## src/rtl/alu_pkg.sv

```systemverilog
// Shared ALU datapath definitions: opcode bit indices, default sizes,
// result-flag bit positions and the skid-buffer state encoding.
package alu_pkg;

  localparam int ALU_WIDTH   = 16;
  localparam int ALU_NUM_OPS = 12;

  localparam int OP_AND     = 0;
  localparam int OP_OR      = 1;
  localparam int OP_NOT     = 2;
  localparam int OP_XOR     = 3;
  localparam int OP_NAND    = 4;
  localparam int OP_NOR     = 5;
  localparam int OP_XNOR    = 6;
  localparam int OP_ADD     = 7;
  localparam int OP_SUB     = 8;
  localparam int OP_SHRIGHT = 9;
  localparam int OP_SHLEFT  = 10;
  localparam int OP_CLEAR   = 11;

  localparam int FLAG_ZERO = 0;
  localparam int FLAG_NEG  = 1;
  localparam int FLAG_ILL  = 2;
  localparam int NUM_FLAGS = 3;

  typedef enum logic [1:0] {
    SKID_EMPTY = 2'd0,
    SKID_ONE   = 2'd1,
    SKID_FULL  = 2'd2
  } skid_state_t;

endpackage

```

## src/rtl/alu_skid_buf.sv

```systemverilog
// Generic 2-entry valid/ready skid buffer. Handshake outputs decode the
// state register only, so neither side sees a combinational path.
module alu_skid_buf
  import alu_pkg::*;
#(
  parameter int DW = 19
) (
  input  logic          clk,
  input  logic          rst_n,
  input  logic          in_valid,
  output logic          in_ready,
  input  logic [DW-1:0] in_data,
  output logic          out_valid,
  input  logic          out_ready,
  output logic [DW-1:0] out_data
);

  skid_state_t   state, state_nxt;
  logic [DW-1:0] head, skid;
  logic          push, pop;

  assign push = in_valid && in_ready;
  assign pop  = out_valid && out_ready;

  // NOTE: sequential state uses non-blocking assignments so every flop
  // samples pre-edge values regardless of block evaluation order.
  always_ff @(posedge clk or negedge rst_n) begin
    if (!rst_n) state <= SKID_EMPTY;
    else        state <= state_nxt;
  end

  // NOTE: every always_comb output gets a default first; a missed branch
  // would otherwise infer a latch.
  always_comb begin
    state_nxt = state;
    case (state)
      SKID_EMPTY: if (push) state_nxt = SKID_ONE;
      SKID_ONE: begin
        if (push && !pop)      state_nxt = SKID_FULL;
        else if (!push && pop) state_nxt = SKID_EMPTY;
      end
      SKID_FULL:  if (pop) state_nxt = SKID_ONE;
      default:    state_nxt = SKID_EMPTY;
    endcase
  end

  always_comb begin
    in_ready  = (state != SKID_FULL);
    out_valid = (state != SKID_EMPTY);
  end

  // NOTE: the payload registers are reset too, because out_data and
  // out_flags must read zero after reset, not just be "don't care".
  always_ff @(posedge clk or negedge rst_n) begin
    if (!rst_n) begin
      head <= '0;
      skid <= '0;
    end else if (state == SKID_FULL) begin
      if (pop) head <= skid;
    end else if (push) begin
      // Head is refilled when it is free or leaving; otherwise park in skid.
      if (state == SKID_EMPTY || pop) head <= in_data;
      else                            skid <= in_data;
    end
  end

  assign out_data = head;

endmodule

```

## src/rtl/alu_result_sel.sv

```systemverilog
// Registered one-hot result selector with zero/negative/illegal flags.
// Optional ALU_SEL_ERRCNT_EN builds a saturating illegal-select counter.
module alu_result_sel
  import alu_pkg::*;
#(
  parameter int WIDTH   = ALU_WIDTH,
  parameter int NUM_OPS = ALU_NUM_OPS
) (
  input  logic                     clk,
  input  logic                     rst_n,
  input  logic                     in_valid,
  output logic                     in_ready,
  input  logic [NUM_OPS-1:0]       in_sel,
  input  logic [NUM_OPS*WIDTH-1:0] in_res,
  output logic                     out_valid,
  input  logic                     out_ready,
  output logic [WIDTH-1:0]         out_data,
  output logic [NUM_FLAGS-1:0]     out_flags,
  output logic [7:0]               err_count
);

  localparam int PW = WIDTH + NUM_FLAGS;

  logic                 sel_onehot;
  logic                 sel_ill;
  logic [WIDTH-1:0]     sel_data;
  logic [NUM_FLAGS-1:0] sel_flags;
  logic [PW-1:0]        out_payload;

  assign sel_onehot = (in_sel != '0) && ((in_sel & (in_sel - NUM_OPS'(1))) == '0);

  // OP_CLEAR is a legal select that deliberately yields zero.
  always_comb begin
    sel_data = '0;
    sel_ill  = !sel_onehot;
    if (sel_onehot) begin
      for (int k = 0; k < NUM_OPS; k++) begin
        if (in_sel[k] && k != OP_CLEAR) sel_data = sel_data | in_res[k*WIDTH +: WIDTH];
      end
    end
  end

  always_comb begin
    sel_flags            = '0;
    sel_flags[FLAG_ZERO] = (sel_data == '0);
    sel_flags[FLAG_NEG]  = sel_data[WIDTH-1];
    sel_flags[FLAG_ILL]  = sel_ill;
  end

  alu_skid_buf #(.DW(PW)) u_skid (
    .clk       (clk),
    .rst_n     (rst_n),
    .in_valid  (in_valid),
    .in_ready  (in_ready),
    .in_data   ({sel_flags, sel_data}),
    .out_valid (out_valid),
    .out_ready (out_ready),
    .out_data  (out_payload)
  );

  assign out_data  = out_payload[WIDTH-1:0];
  assign out_flags = out_payload[PW-1:WIDTH];

`ifdef ALU_SEL_ERRCNT_EN
  logic [7:0] err_q;

  always_ff @(posedge clk or negedge rst_n) begin
    if (!rst_n) begin
      err_q <= '0;
    end else if (in_valid && in_ready && sel_ill && err_q != 8'hFF) begin
      err_q <= err_q + 8'd1;
    end
  end

  assign err_count = err_q;
`else
  assign err_count = '0;
`endif

endmodule

```

## config.mk

```make
export PLATFORM = sky130hd
export DESIGN_NAME = alu_result_sel
export DESIGN_NICKNAME = d
export VERILOG_FILES = /design/src/rtl/alu_pkg.sv /design/src/rtl/alu_skid_buf.sv /design/src/rtl/alu_result_sel.sv
export SDC_FILE = /design/constraint.sdc
export NUM_CORES = 1
export LEC_CHECK = 0
export BUFFER_PORTS_ARGS = -buffer_cell sky130_fd_sc_hd__buf_2
export CORE_AREA = 2 2 92 94
export CTS_CLUSTER_DIAMETER = 40
export DETAILED_ROUTE_END_ITERATION = 10
export DIE_AREA = 0 0 94 96
export PLACE_DENSITY = 0.78
export SLEW_MARGIN = 15
export SYNTH_ARGS = -nofsm -noshare
export SYNTH_HDL_FRONTEND = slang
export SYNTH_HIERARCHICAL = 1
export SYNTH_SLANG_ARGS = --single-unit
```

## constraint.sdc

```tcl
create_clock -name clk -period 1.89 [get_ports clk]
set_input_delay 0.189 -clock clk [delete_from_list [all_inputs] [get_ports clk]]
set_output_delay 0.189 -clock clk [all_outputs]
set_load 0.01 [all_outputs]
```

## Word level (Yosys, flattened, before mapping)

Cells that the tools add are included.

| word-level totals | value |
|---|---|
| memories kept | 0 |
| output and inout bits | 29 |
| ROM bits | 0 |
| input port bits | 208 |
| logic and storage cells | 73 |
| bits in latches | 0 |
| register bits | 40 |
| bits in writable memories | 0 |

| cells by class | value |
|---|---|
| bitwise logic cells | 13 |
| magnitude comparators | 0 |
| equal/unequal tests | 6 |
| divide/modulo/power cells | 0 |
| multiply operators | 0 |
| $add $sub $neg | 1 |
| multiplexer cells | 31 |
| reductions and logical operators | 19 |
| shift operators | 0 |

Operator list:

| kind | number |
|---|---|
| 16-bit two-way mux | 22 |
| 16-bit OR | 10 |
| 19-bit two-way mux | 4 |
| 16-bit zero test | 1 |
| 12-bit AND | 1 |
| 12-bit zero test | 1 |
| 12-bit nonzero test | 1 |
| 12-bit by 1-bit subtractor with 12-bit output (second input constant) | 1 |
| 3-bit AND reduction | 3 |
| 2-bit two-way mux | 4 |
| 2-bit one-hot mux with 3 select lines | 1 |
| 2-bit nonzero test | 3 |
| 1-bit logical AND | 5 |
| 2-bit by 1-bit inequality test with 1-bit output (second input constant) | 2 |
| 1-bit zero test | 3 |
| 3-bit by 1-bit inequality test with 1-bit output (second input constant) | 1 |
| 2-bit by 1-bit == test with 1-bit output (second input constant) | 1 |
| 2-bit == test (second input constant) | 1 |
| 2-bit zero test | 1 |
| 2-bit inequality test (second input constant) | 1 |
| 1-bit inverter | 2 |
| 1-bit logical OR | 1 |

## Longest topological paths before layout

| depth | value |
|---|---|
| word-level depth | 39 |
| depth in mapped cells | 11 |
| mapped depth without buffers | 9 |

## By module

Netlist, hierarchy kept.

Modules (own cells, without submodules):

| module | instances | area each (um^2) | seq. area each (um^2) | cells each |
|---|---|---|---|---|
| alu_skid_buf | 1 | 2033.2 | 1001.0 | 167 |
| alu_result_sel | 1 | 1280.0 | 0.0 | 173 |

## Worst setup path after synthesis

OpenSTA, ideal clock, no wires.

| timing path | value |
|---|---|
| path type | in2reg |
| start point | input port in_sel[4] |
| end point | register u_skid.head[15] (netlist: u_skid/out_data[15]) |
| required time | 1770 ps |
| setup slack | -13 ps |
| arrival | 1782 ps |
| library setup time | 120 ps |
| path buffers | 2 |
| stages on the path | 11 |
| cell sequence | buf_6 -> nor4_4 -> nand3_1 -> xor2_1 -> mux2_2 -> o211ai_2 -> buf_6 -> nor2_1 -> nor2b_1 -> o21ai_0 -> o211a_1 |

| between the ends | value |
|---|---|
| cells in the longest elaborated chain, start to end | 23 |
| elaborated cells between the ends (all ways) | 28 |
| classes of those cells | 1 x add/sub; 17 x mux; 7 x bitwise; 3 x reduce/logical |

Ends and longest elaborated chain:

| element | line | source |
|---|---|---|
| from (decl) | alu_result_sel.sv:13 | `input logic [NUM_OPS-1:0] in_sel,` |
| 16-bit two-way mux | alu_result_sel.sv:38 | `if (in_sel[k] && k != OP_CLEAR) sel_data = sel_data \| in_res[k*WIDTH +: WIDTH];` |
| 16-bit two-way mux | alu_result_sel.sv:36 | `if (sel_onehot) begin` |
| 16-bit OR | alu_result_sel.sv:38 |  |
| 16-bit two-way mux | alu_result_sel.sv:38 |  |
| 16-bit two-way mux | alu_result_sel.sv:36 |  |
| 16-bit OR | alu_result_sel.sv:38 |  |
| 16-bit two-way mux | alu_result_sel.sv:38 |  |
| 16-bit two-way mux | alu_result_sel.sv:36 |  |
| [8 not listed] | - |  |
| 16-bit two-way mux | alu_result_sel.sv:36 |  |
| 16-bit OR | alu_result_sel.sv:38 |  |
| 16-bit two-way mux | alu_result_sel.sv:38 |  |
| 16-bit two-way mux * | alu_result_sel.sv:36 |  |
| via sel_data[15] | alu_result_sel.sv:26 | `logic [WIDTH-1:0] sel_data;` |
| 19-bit two-way mux * | alu_skid_buf.sv:62 | `if (state == SKID_EMPTY \|\| pop) head <= in_data;` |
| 19-bit two-way mux * | alu_skid_buf.sv:60 | `end else if (push) begin` |
| 19-bit two-way mux * | alu_skid_buf.sv:58 | `end else if (state == SKID_FULL) begin` |
| to (signal assigned) | alu_skid_buf.sv:59 | `if (pop) head <= skid;` |
| to (signal assigned) | alu_skid_buf.sv:62 |  |
| to (decl) | alu_skid_buf.sv:19 | `logic [DW-1:0] head, skid;` |

The timed path passes the listed nets; every way through them passes the cells marked *. The select of a mux whose other input is x is not followed.
A chain may end at the register's enable or synchronous reset.

## Final worst setup path

| timing path | value |
|---|---|
| start point | input port in_sel[2] |
| end point | register u_skid.head[16] (netlist: u_skid/out_data[16]) |

| between the ends | value |
|---|---|
| cells in the longest elaborated chain, start to end | 30 |
| elaborated cells between the ends (all ways) | 35 |
| classes of those cells | 1 x add/sub; 21 x mux; 9 x bitwise; 4 x reduce/logical |

Ends and longest elaborated chain:

| element | line | source |
|---|---|---|
| 16-bit two-way mux | alu_result_sel.sv:38 |  |
| 16-bit two-way mux | alu_result_sel.sv:36 |  |
| 16-bit OR | alu_result_sel.sv:38 |  |
| 16-bit two-way mux | alu_result_sel.sv:38 |  |
| 16-bit two-way mux | alu_result_sel.sv:36 |  |
| 16-bit OR | alu_result_sel.sv:38 |  |
| 16-bit two-way mux | alu_result_sel.sv:38 |  |
| 16-bit two-way mux | alu_result_sel.sv:36 |  |
| [15 not listed] | - |  |
| 16-bit OR | alu_result_sel.sv:38 |  |
| 16-bit two-way mux | alu_result_sel.sv:38 |  |
| 16-bit two-way mux * | alu_result_sel.sv:36 |  |
| 16-bit zero test * | alu_result_sel.sv:45 | `sel_flags[FLAG_ZERO] = (sel_data == '0);` |
| via sel_flags[0] | alu_result_sel.sv:27 | `logic [NUM_FLAGS-1:0] sel_flags;` |
| 19-bit two-way mux * | alu_skid_buf.sv:62 |  |
| 19-bit two-way mux * | alu_skid_buf.sv:60 |  |
| 19-bit two-way mux * | alu_skid_buf.sv:58 |  |

Marked as above.

==> run_results.csv <==
group,metric,value,unit
layout,stdcell_area,4930,sq um
global_route,grt_pass1_wl,19300,microns
placed_design,placed_area,4620,sq um
worst_setup_path,end_kind,"register",
timing,fin_skew,0.00555,ns
yosys,synth_seq_area_share,30.2,%
yosys,synth_edf_count,0,
worst_setup_path,critPathKind,"input pin to register",
timing,max_freq,559,MHz
flow_run,drv_cap,0,
drt,drt_iter0_drc,392,
global_route,grt_remaining_overflow,0,
clock_tree,clk_path_buf_depth,2,
power,power_density,692,nW/um^2
yosys,netlist_instances,340,
layout,final_cell_mix,"208 x buf_2, 58 x buf_4, 40 x dfrtp_1",
placed_design,portBuffers,212,
floorplan,placementRows,33,
worst_setup_path,cp_max_fo,9,
power,irDropWorstVdd,0.000340,V
floorplan,pin_count,237,
timing,tightestPinTransition,0.677,ns
layout,final_common_cell,"buf_2",
hold_path,hp-class,"input pin to register",
timing,relSlewSlack,54.9,%
timing,finalHoldViolations,0,
clock_tree,clk_pin_slew,0.08,ns
worst_setup_path,r2r_cells,3,
global_route,antenna_found_initial,2,
clock_tree,htreeDepth,2,
worst_setup_path,required,2.08,ns
global_route,grt_max_degree,41,
timing,min_period,1.79,ns
timing,tns,0,ns
yosys,avgSynthCellArea,9.74,sq um
global_route,grt_usage,27.4,%
drt,vias,4002,
layout,syn_to_final_growth,48.9,%
clock_tree,cts_tree,"built",
yosys,ys_ff_latch,40,
clock_tree,root_buffer,"clkbuf_8",
worst_setup_path,worst_ep_arrival_time,1.98,ns
yosys,async_reset_ff_share,100,%
drt,wl_per_cell,19.7,microns
yosys,synth-main-ff-cell,"dfrtp_1",
layout,nets,788,
timing,report.final.slew_viol_count,0,
power,p_leak,2.55,nW
clock_tree,insertion_delay,0.30,ns
yosys,synthTopCellsByArea,"dfrtp_1 30%, a221oi_1 7.4%, a22o_1 7.4%",
hold_path,hold_depth,3,
yosys,ys_types,40,
yosys,synth_area,3310,sq um
yosys,synth_top_area_share,30.2,%
floorplan,floorplan.initialDensity,41.1,%
timing,whs,0.264,ns
placed_design,detailed_place_hpwl,10200,microns
yosys,synth_warnings,6,
timing,setup-violations-final,0,
worst_setup_path,worst_setup_path_start_kind,"input pin",
drt,vias_per_cell,5.84,
clock_tree,cts.sinks,40,
layout,fillers,711,
drt,drc,0,
yosys,synth.largest_area_cell,"dfrtp_1",
layout,diodes,0,
floorplan,die_w,94,microns
drt,dr.pass1.iters,6,
floorplan,core,8050,sq um
placed_design,gp_congestion,0.937,
outcome,status,"finished, final reports clean",
drt,drtAntennaViolNets,0,
floorplan,die_area,9020,sq um
global_route,grt_pass1_vias,3842,
drt,routed_wl,13500,microns
floorplan,fp.dieH,96,microns
layout,layout-drive-gt1-share,55.3,%
timing,min_period_over_period,94.6,%
clock_tree,tritoncts.num_buffers,5,
-- area by class of cell --
| type | instances | area [sq um] | share of cell area, % |
|---|---|---|---|
| Multi-Input combinational cell | 261 | 2200 | 44.6 |
| Inverter | 3 | 11.3 | 0.228 |
| Sequential cell | 40 | 1000 | 20.3 |
| Timing Repair Buffer | 268 | 1500 | 30.4 |
| Tap cell | 105 | 131 | 2.66 |
| Clock buffer | 8 | 90.1 | 1.83 |
-- through the flow --
step / setup WS, ns / power [mW] / util, % / cells
after global placement: -0.286 / 2.74 / 57.3 / 667
after floorplan: 0.0135 / 2.15 / - / 347
final: 0.102 / 3.42 / 61.3 / 685
after detailed placement: -0.354 / 2.77 / 57.3 / 667
after global routing: -0.0191 / 3.61 / 61.3 / 685
after CTS: 0.0603 / 3.38 / 58.7 / 676
-- kinds of logic after synthesis --
group,synth area share [%]
AOI/OAI and AO/OA,33.0
xor gates and xnor gates,0.264
adders and majority gates,0.717
buffers and inverters,9.48
DFF,30.2
muxes,8.53
other,0.113
and+or+nand+nor,17.7
-- final timing paths --
| kind | start | slack, ns | endpoint |
|---|---|---|---|
| worst max-delay path | in_sel[2] | 0.10 | u_skid/out_data[16] |
| worst min-delay path | out_ready | 0.26 | u_skid/state[0] |
| worst max register to register | u_skid/state[0] | 0.23 | u_skid/out_data[3] |
| worst min register to register | u_skid/skid[18] | 0.50 | u_skid/skid[18] |
| max in group asynchronous | rst_n | 1.05 | u_skid/out_data[5] |
| min in group asynchronous | rst_n | 0.48 | u_skid/out_data[8] |
-- layer usage --
metal	up-vias	global-route usage (%)	share of wire, %	wire length (microns)
met4	2	7.85	2.2	301
met5	-	0	0.097	13
met3	31	6.26	8.1	1100
met2	217	46.3	49	6570
met1	1923	35.3	41	5490
li1	1829	-	-	-
-- synthesized netlist by cell type, drive strengths merged (13+ instances only) --
library cell and count:
nor2 17, and3 16, nor2b 20, a222oi 17
a22o 28, dfrtp 40, a221oi 28, o211a 19
o21ai 22, mux2 20, buf 33, nand3b 21
clkbuf 13
-- what timing repair did --
item / 4_1_cts / 5_1_grt
cloned: 0 / 3
resized for setup: 2 / 29
hold buffers: 1 / 0
setup buffers: 0 / 6
pin swaps: 0 / 11
hold endpoints to repair: 40 / 0
endpoints found under the setup margin: 1 / 20
-- flip-flops by register name (all words and copies together) (netlist names) --
register / cells
u_skid/state: 2
u_skid/skid: 19
u_skid/out_data: 19
-- critical path: stages --
cell and delay, ns:
buf_4 0.16, nor3_4 0.21, inv_2 0.08, maj3_2 0.34, nor3_4 0.19, buf_6 0.14
o211ai_4 0.13, a21o_1 0.22, nor2b_1 0.11, o21ai_1 0.07, o211a_1 0.15
-- where the power goes --
part | switching [mW] | total [mW] | internal, mW
Combinational | 0.827 | 1.58 | 0.758
Sequential | 0.160 | 1.23 | 1.06
Clock | 0.307 | 0.605 | 0.298
Power figures use the tool's default switching activity.
